[src/rtl/fifo_wr_arbiter.sv]
// Round-robin arbiter sharing one FIFO write port among NREQ valid/ready producers.
// Optional burst lock (up to MAX_BURST beats per grant) enabled by defining FIFO_ARB_BURST_EN.
module fifo_wr_arbiter #(
  parameter int unsigned NREQ       = 4,
  parameter int unsigned DATA_WIDTH = 32,
  parameter int unsigned ID_WIDTH   = $clog2(NREQ),
  parameter int unsigned MAX_BURST  = 4
) (
  input  logic                       clk,
  input  logic                       rst,
  input  logic                       en,
  input  logic [NREQ-1:0]            req_valid,
  input  logic [NREQ*DATA_WIDTH-1:0] req_data,
  output logic [NREQ-1:0]            req_ready,
  output logic                       fifo_wr,
  output logic [DATA_WIDTH-1:0]      fifo_data,
  output logic [ID_WIDTH-1:0]        fifo_tag,
  input  logic                       fifo_full,
  output logic                       busy
);

  if (NREQ < 2 || NREQ > 16 || MAX_BURST < 1) begin : g_bad_param
    $error("fifo_wr_arbiter: NREQ must be 2..16 and MAX_BURST >= 1");
  end

  localparam logic [ID_WIDTH-1:0] LastIdx = ID_WIDTH'(NREQ - 1);

  logic                  wr_q, wr_d;
  logic [DATA_WIDTH-1:0] data_q, data_d;
  logic [ID_WIDTH-1:0]   tag_q, tag_d;
  logic [ID_WIDTH-1:0]   rr_ptr_q, rr_ptr_d;

  logic                  found_hi, found_lo;
  logic [ID_WIDTH-1:0]   hi_idx, lo_idx, win_idx;
  logic [DATA_WIDTH-1:0] win_data;
  logic                  can_load, transfer;

  function automatic logic [ID_WIDTH-1:0] inc_ptr(input logic [ID_WIDTH-1:0] p);
    return (p == LastIdx) ? '0 : p + 1'b1;
  endfunction

  // Wrapping search from rr_ptr: the first valid at or above the pointer wins,
  // otherwise the lowest valid index overall.
  always_comb begin
    found_hi = 1'b0;
    found_lo = 1'b0;
    hi_idx   = '0;
    lo_idx   = '0;
    for (int unsigned i = 0; i < NREQ; i++) begin
      if (req_valid[i]) begin
        if (!found_hi && (ID_WIDTH'(i) >= rr_ptr_q)) begin
          found_hi = 1'b1;
          hi_idx   = ID_WIDTH'(i);
        end
        if (!found_lo) begin
          found_lo = 1'b1;
          lo_idx   = ID_WIDTH'(i);
        end
      end
    end
    win_idx = found_hi ? hi_idx : lo_idx;
  end

  always_comb begin
    win_data = '0;
    for (int unsigned i = 0; i < NREQ; i++) begin
      if (ID_WIDTH'(i) == win_idx) win_data = req_data[i*DATA_WIDTH +: DATA_WIDTH];
    end
  end

  assign can_load = !wr_q || !fifo_full;
  assign transfer = found_lo && en && can_load;

  always_comb begin
    req_ready = '0;
    if (transfer) req_ready[win_idx] = 1'b1;
  end

  always_comb begin
    wr_d   = wr_q;
    data_d = data_q;
    tag_d  = tag_q;
    if (transfer) begin
      wr_d   = 1'b1;
      data_d = win_data;
      tag_d  = win_idx;
    end else if (can_load) begin
      wr_d   = 1'b0;
    end
  end

`ifdef FIFO_ARB_BURST_EN
  localparam int unsigned BCW = $clog2(MAX_BURST) + 1;

  logic [BCW-1:0] burst_cnt_q, burst_cnt_d, cnt;

  // A nonzero count means the pointer is parked on the locked owner; losing
  // its valid (or hitting the cap) releases the lock and advances the pointer.
  always_comb begin
    rr_ptr_d    = rr_ptr_q;
    burst_cnt_d = burst_cnt_q;
    cnt         = ((burst_cnt_q != '0) && (win_idx == rr_ptr_q)) ? burst_cnt_q : '0;
    if (transfer) begin
      if (cnt == BCW'(MAX_BURST - 1)) begin
        rr_ptr_d    = inc_ptr(win_idx);
        burst_cnt_d = '0;
      end else begin
        rr_ptr_d    = win_idx;
        burst_cnt_d = cnt + 1'b1;
      end
    end else if (en && (burst_cnt_q != '0) && !req_valid[rr_ptr_q]) begin
      rr_ptr_d    = inc_ptr(rr_ptr_q);
      burst_cnt_d = '0;
    end
  end

  always_ff @(posedge clk or posedge rst) begin
    if (rst) burst_cnt_q <= '0;
    else     burst_cnt_q <= burst_cnt_d;
  end
`else
  always_comb begin
    rr_ptr_d = rr_ptr_q;
    if (transfer) rr_ptr_d = inc_ptr(win_idx);
  end
`endif

  always_ff @(posedge clk or posedge rst) begin
    if (rst) begin
      wr_q     <= 1'b0;
      data_q   <= '0;
      tag_q    <= '0;
      rr_ptr_q <= '0;
    end else begin
      wr_q     <= wr_d;
      data_q   <= data_d;
      tag_q    <= tag_d;
      rr_ptr_q <= rr_ptr_d;
    end
  end

  assign fifo_wr   = wr_q;
  assign fifo_data = data_q;
  assign fifo_tag  = tag_q;
  assign busy      = wr_q || (|req_valid);

endmodule

[config.mk]
export PLATFORM = sky130hd
export DESIGN_NAME = fifo_wr_arbiter
export DESIGN_NICKNAME = d
export VERILOG_FILES = /design/src/rtl/fifo_wr_arbiter.sv
export SDC_FILE = /design/constraint.sdc
export NUM_CORES = 1
export LEC_CHECK = 0
export ABC_AREA = 1
export CORE_MARGIN = 2
export CORE_UTILIZATION = 35
export DETAILED_ROUTE_END_ITERATION = 16
export PLACE_DENSITY = 0.9
export SLEW_MARGIN = 15
export SYNTH_ARGS = -nofsm -noshare
export SYNTH_HDL_FRONTEND = slang
export SYNTH_SLANG_ARGS = --single-unit
[constraint.sdc]
create_clock -name clk -period 2.2 [get_ports clk]
set_input_delay 0.22 -clock clk [delete_from_list [all_inputs] [get_ports clk]]
set_output_delay 0.22 -clock clk [all_outputs]
set_load 0.03 [all_outputs]
==> run summary, run 1 <==
Hold repair after CTS inserted 0 buffers. Summing all multi-input logic gate instances after layout gives 1390 um^2. The final net count is 693.

The tools report the reported net switching power as 2.30 mW. The root buffer cell chosen for the clock tree is clkbuf_8. The per-cell via count in the routed design came out at 4.89. TritonCTS built the clock tree. The maximum clock frequency is 479 MHz.

The run finished with clean final reports. The total power divided by cell area works out to 1100 nW/um^2. In this run the core area contains 30 standard-cell rows.

Count of fill cells added during filler insertion: 585. The area of the core region is 6790 um^2. The violation count after the first detailed-route iteration came out at 129. Synthesized instance count: 374.

The floorplan die height is 87.7 um. The worst path in the final design needs a cycle of 2090 ps, including I/O delays and setup. The logs give 1980 ps for the critical path required time and 1.97 nW for the leakage component of the power. Internal power comes to 2.69 mW. In this run the tightest slew margin relative to its limit is 67.2%. After detailed routing, the number of remaining DRC violations is 0.

In this run, distinct cell masters in the synthesized netlist total 20. The final worst hold slack came out at 351 ps. Via count of the first global-routing pass: 3035. Of all flip-flops after synthesis, the portion carrying an async set or reset was 100%. The top fanout value on the critical path came out at 3. For the arrival time reported for the critical path endpoint, the log shows 1870 ps. The clock tree synthesis step divided the H-tree into 2 levels. Entering global routing, the biggest net connects 38 pins. The endpoint of the lowest-slack register-to-register path was fifo_data[28]. After synthesis the cells add up to 2450 um^2.

The average routed wire per standard cell was 14.9 um. For this configuration, the core starts out at a cell density of 36.1%. The final antenna diode count is 0.

In this run the critical register-to-register path is launched from rr_ptr_q[0]. The flip-flop and latch area was 926 um^2. The first global-routing pass estimated 14100 um of wire. The worst setup skew after layout came out at 4.70 ps.

At the pin with the least slew margin, the transition time is 492 ps. The initial antenna violation count was 0; the net count after synthesis was 514. Routability-driven placement finished with a final weighted congestion of 0.889. The final worst-path cycle share works out to 94.9%.

Type of origin of the critical path: a flip-flop. The average size of a mapped cell was 6.56 um^2. The top-level port count was 176.

The tools report the total wire length after detailed routing as 9650 um. The run gives 0.000615 V as the worst supply voltage drop on vdd. Flip-flop cell with the highest count after synthesis: dfrtp_1. Number of port buffers: 175.

The count of nets left with antenna violations once routing finished came out at 0. The share of total power dissipated in the clock network is 8.7%. STA classifies the critical path endpoint as a primary output. The first detailed-routing pass ran for 4 iterations.

Global routing used 23.5% of the available tracks across all layers. The later pin in the worst-skew pair is clocked with a latency of 280 ps. For flop-to-flop paths, the worst setup slack is 130 ps.

Synthesis inferred 37 register bits. The switching share of power was 46.2%; the count of endpoints failing setup in the final report was 0. The critical path start-end classification is reg -> out. For the final max-slew violation count, the log shows 0. From synthesis to final layout, the design area changed by 85.5%. The run gives 24.1% as the sequential share of power. The clock-pin transition on the worst setup and hold timing paths was 70 ps.

The clock passes through at most 2 buffers. The half-perimeter wire length after placement came out at 7230 um. The overall die width was 87.7 um.

The tightest min-delay check is of the in -> async type. Summed over all layers, the global routing overflow is 0. The tree built by TritonCTS fans out to 37 sinks.

The tools report the floorplan die area as 7700 um^2. Counting flops with a built-in enable in the synthesized netlist gives 0. The length in cells of the worst reg-to-reg path came out at 16. The number of warning messages in the yosys log came out at 0. The fraction of final layout cells with drive strength greater than 1 is 10.1%, and the detailed-route via count is 3169. The tools report the number of buffers created by CTS as 5. Setup repair after global routing could not meet its margin everywhere.

The number of max-cap violations was 0; the final core area utilization was 67.0%. The number of hold violations in the final report is 0, and the share of synthesized area occupied by flip-flops and latches is 37.7%. The run gives 67.2% as the portion of total power attributed to combinational logic.
## per-stage QoR
step           instance area, um^2  cells  TNS [ps]  setup WS [ps]  total power [mW]
5_1_grt                       4550    648      -281          -39.2              5.31
4_1_cts                       4440    644         0           11.7              4.84
6_report                      4550    648         0            112              4.99
3_5_place_dp                  4350    638      -931           -109              4.36
2_1_floorplan                 2450    374         0            140              3.01
3_3_place_gp                  4350    638     -34.4          -21.6              4.30
## synthesized netlist by cell type (2+ instances only)
cell type | count | area, um^2
nand3_1 | 35 | 175
inv_2 | 3 | 11.3
inv_1 | 11 | 41.3
dfrtp_1 | 37 | 926
nand2_1 | 149 | 559
clkbuf_1 | 3 | 11.3
ha_1 | 4 | 50.1
buf_2 | 17 | 85.1
buf_6 | 4 | 45.0
nand4_1 | 2 | 12.5
nor2_4 | 2 | 22.5
nor2_1 | 36 | 135
a21oi_1 | 64 | 320
## flip-flops by register name, summed over array words and instances (netlist names)
name,count
fifo_data,32
fifo_tag,2
fifo_wr,1
rr_ptr_q,2
## metal layers
metal	track usage [%]	wire (um)
met1	26.8	3820
met2	43.4	5070
met3	4.62	534
met4	8.11	230
met5	0	0
## critical path: stages (launching register included)
cell and delay (ps):
dfrtp_1 410, nor2_1 100, nand2_1 100, nand2_1 90, nand2_1 70, nand3_1 90, nand2_2 80, inv_2 80
buf_4 100, ha_1 120, inv_1 70, nor2_1 110, buf_4 180
## placed cells by master, fill, tap and decap left out, types with 2 or more instances in the layout
| master | Yosys | final |
|---|---|---|
| clkdlybuf4s50_1 | 0 | 170 |
| nand2_1 | 149 | 147 |
| a21oi_1 | 64 | 57 |
| dfrtp_1 | 37 | 37 |
| nor2_1 | 36 | 36 |
| nand3_1 | 35 | 35 |
| buf_4 | 0 | 17 |
| a21oi_2 | 1 | 8 |
| inv_1 | 11 | 7 |
| inv_2 | 3 | 7 |
| clkbuf_8 | 0 | 5 |
| buf_12 | 0 | 5 |
| nand4_1 | 2 | 2 |
| nor2_4 | 2 | 2 |
| nand2_2 | 0 | 2 |
| ha_1 | 4 | 2 |
| ha_4 | 0 | 2 |
| buf_6 | 4 | 2 |
## how the worst max path moves through the flow
stage	startpoint	slack (ps)	endpoint
after detailed placement	req_valid[1]	-110	fifo_data[5]
after global placement	req_valid[1]	-20	fifo_data[17]
after CTS	rr_ptr_q[0]	10	req_ready[2]
final	rr_ptr_q[0]	110	req_ready[0]
after global routing	rr_ptr_q[1]	-40	req_ready[1]
after floorplan	rr_ptr_q[0]	140	req_ready[2]
## timing repair
action	in CTS	in global routing
cloned	0	1
buffers inserted	0	3
endpoints found under the setup margin	1	24
pin swaps	0	6
resized for setup	4	19
## area by class of cell
class | instances | area share [%]
clock inverter | 1 | 0.110
clock buffer | 5 | 1.51
sequential | 37 | 20.3
multi-input combinational | 299 | 30.5
inverter | 14 | 1.15
timing repair buffer | 196 | 43.7
tap | 96 | 2.64
## cells by family (layout without fill, tap and decap cells)
kind of cell    after synthesis  after routing  synth area share, %
buf+inv                      38            216                 7.90
fa+ha+maj                     4              4                 2.04
simple gates                228            228                 38.5
flops                        37             37                 37.7
compound gates               67             67                 13.8
## power by group through the flow
| stage | logic (mW) | clock network, mW | registers [mW] |
|---|---|---|---|
| 2_1_floorplan | 1.20 | 0 | 1.81 |
| 3_3_place_gp | 3.10 | 0 | 1.19 |
| 3_5_place_dp | 3.16 | 0 | 1.20 |
| 4_1_cts | 3.19 | 0.450 | 1.20 |
| 5_1_grt | 3.60 | 0.476 | 1.24 |
| 6_report | 3.35 | 0.436 | 1.20 |
Power figures use the tool's default switching activity.
==> inputs of run 2 (changes only) <==
Settings changed: CORE_ASPECT_RATIO set to 1.75.
==> run summary, run 2 (synthesis results as in run 1) <==
The flow ran to the end, and the final reports show no timing, DRC or antenna violations. Part of the total power dissipated in the clock network: 12.7%. The flip-flop count of the largest register after layout is 32. The floorplan step defined a die boundary enclosing 7720 um^2. The fraction of final layout cells with drive strength greater than 1 was 10.8%. The type of origin of the critical path was a flip-flop. In this run the most used layer during global routing was met2. The final max-slew violation count came out at 0. The smallest clock period supported by the final layout is computed as 2170 ps. Once layout is complete, the utilization of the core stands at 68.5%. Global routing used 47.0% of the available met2 tracks. The area of the core region was 6810 um^2; the clock insertion delay at the later pin of the skew report was 270 ps. The tool flagged a number of max-cap violations equal to 0. Setup violations remaining at the end of the flow were counted as 0. Data on the critical path is required at its endpoint by 1980 ps.

After detailed routing, the average wire length per cell comes to 15.2 um. Clock-pin slew was measured on the worst setup and hold paths at 60 ps. Of the available clock period, the critical path in the final layout requires 98.6%. For met1 alone, demand over resource in global routing was 25.2%. After legalization and detailed placement, the total HPWL measured 7670 um. The via count of the first global-routing pass is 3320. Clock tree synthesis inserted a total of 5 buffers. The overflow left after global routing came out at 0. The run gives 4 as the first-pass iteration count of the detailed router. The number of hold buffers added after CTS was 0.

The initial antenna violation count is 0. For the arrival time reported for the critical path endpoint, the log shows 1950 ps. In this run the remaining antenna-violating nets after routing total 0. The final layout contains 697 nets.

In this run switching power makes up 44.5% of total power. In this run the tightest slew margin relative to its limit is 49.4%. The worst setup path is captured at a primary output. The depth of the CTS H-tree came out at 2. For the reg-to-reg setup timing slack, the log shows 160 ps. Following the worst setup path forward leads to its endpoint at req_ready[2]. The min-delay analysis places its worst path in the category in -> async. The violation count after the first detailed-route iteration was 214; the number of hold violations in the final report was 0.

Timing would allow up to 461 MHz. For this run, design rule violations remaining after detail routing come to 0. For the pin with the worst max-slew slack, the measured transition is 758 ps. Cell row count: 40. The worst supply voltage drop on vdd was 0.000681 V. The repair_antennas step left the layout with diodes totalling 0. The portion of total power attributed to combinational logic is 64.3%. In this run the horizontal extent of the chip is 67.3 um. The internal power of the cells totals 2.93 mW. Between clock sinks in the finished design, the worst skew comes to 4.46 ps. The total power was 5.28 mW. In this run the critical register-to-register path is launched from rr_ptr_q[1]. The placer congestion estimate came out at 0.920.

The worst register-to-register path ends at fifo_data[8]. Total power divided by cell area: 1130 nW/um^2. The sink count of the clock tree came out at 37.

The library cell used most frequently in the layout, excluding fill and tap cells, is clkdlybuf4s50_1. The first global-routing pass estimated 14800 um of wire. The run gives 176 as the top-level port count. TritonCTS built the clock tree. Entering global routing, the biggest net connects 21 pins. Compared with the post-synthesis result, the final layout area differs by 90.0%.

The leakage component of the power is 2.04 nW, and the per-cell via count in the routed design is 5.13. The length in cells of the worst reg-to-reg path is 15, and the floorplan die height is 115 um. Clock tree synthesis selected as its root buffer the cell clkbuf_16. The critical path start-end classification was reg -> out. The run gives 9730 um as the total wire length after detailed routing. The initial utilization of the core area, before any placement, comes to 36.0%.

The design area is 4660 um^2. Setup repair after global routing could not meet its margin everywhere. The most critical setup path has its startpoint at rr_ptr_q[1]. After detailed placement, the total cell area comes to 4440 um^2. In the global route stage, overall resource usage came out at 24.8%. Summed over all nets, the switching power comes to 2.35 mW.

The maximum buffer depth of the clock tree was 2; the met3 demand-to-capacity share in global routing was 3.82%. The count of buffers added on input and output ports is 175. The logs give 23.0% for the sequential share of power and 3296 for the detailed-route via count.

Along the worst path, the maximum fanout reaches 10. The library cells used most frequently in the layout, excluding fill and tap cells, are clkdlybuf4s50_1, nand2_1, a21oi_1, dfrtp_1, nor2_1.
## run 2: cell types whose count changed in the layout (fill, tap and decap cells not counted), sizes merged
| cell | delta |
|---|---|
| clkinv | +1 |
| buf | +5 |
## run 2: how the worst min path moves through the flow
stage | start | to | slack (ps)
after floorplan | req_data[113] | fifo_data[17] | 350
after global placement | fifo_tag[1] | fifo_tag[1] | 470
after detailed placement | fifo_data[7] | fifo_data[7] | 480
after CTS | rst | fifo_data[22] | 410
after global routing | rst | fifo_data[14] | 450
final | rst | fifo_data[18] | 390
## run 2: power groups by stage
stage | sequential [mW] | combinational (mW) | clock (mW)
after global routing | 1.24 | 3.64 | 0.716
after floorplan | 1.81 | 1.20 | 0
final | 1.21 | 3.40 | 0.672
after detailed placement | 1.20 | 3.29 | 0
after CTS | 1.20 | 3.31 | 0.690
after global placement | 1.20 | 3.21 | 0
## run 2: timing repair
item | 4_1_cts | 5_1_grt
pin swaps | 0 | 4
endpoints found under the setup margin | 3 | 12
resized for setup | 6 | 17
setup buffers | 0 | 1
## run 2: through the flow
step / std cells / hold WS, ps / TNS (ps) / setup slack, ps
6_report: 642 / 389 / 0 / 29.8
3_3_place_gp: 633 / 468 / -39.3 / -22.6
2_1_floorplan: 374 / 353 / 0 / 140
3_5_place_dp: 633 / 481 / -1660 / -84.5
5_1_grt: 642 / 452 / -182 / -58.4
4_1_cts: 641 / 408 / -6.95 / -6.95
## run 2: routing by layer
metal / share of wire (%) / wire, um
met5: 0 / 0
met4: 4.7 / 461
met3: 5.8 / 562
met2: 54 / 5290
met1: 35 / 3420
## run 2: cell type report
cell class                      count  area, um^2
Clock buffer                        6         129
Clock inverter                      2        10.0
Fill cell                         576        2140
Inverter                           14        57.6
Multi-Input combinational cell    299        1400
Sequential cell                    37         926
Tap cell                           84         105
Timing Repair Buffer              200        2040
## run 2: worst max-delay path, cell delays in order (launching register included)
cell and delay [ps]:
dfrtp_1 420, nor2_1 130, nand2_1 80, buf_4 140, nand3_1 110, nand2_4 110, inv_4 90, ha_4 160
inv_4 40, buf_12 130, nor2_1 90, buf_4 170
==> inputs of run 3 (changes only) <==
Settings changed: SLEW_MARGIN 15 to not set.
==> results of run 3 <==
Final layout, timing and power as in run 2 (identical DEF).
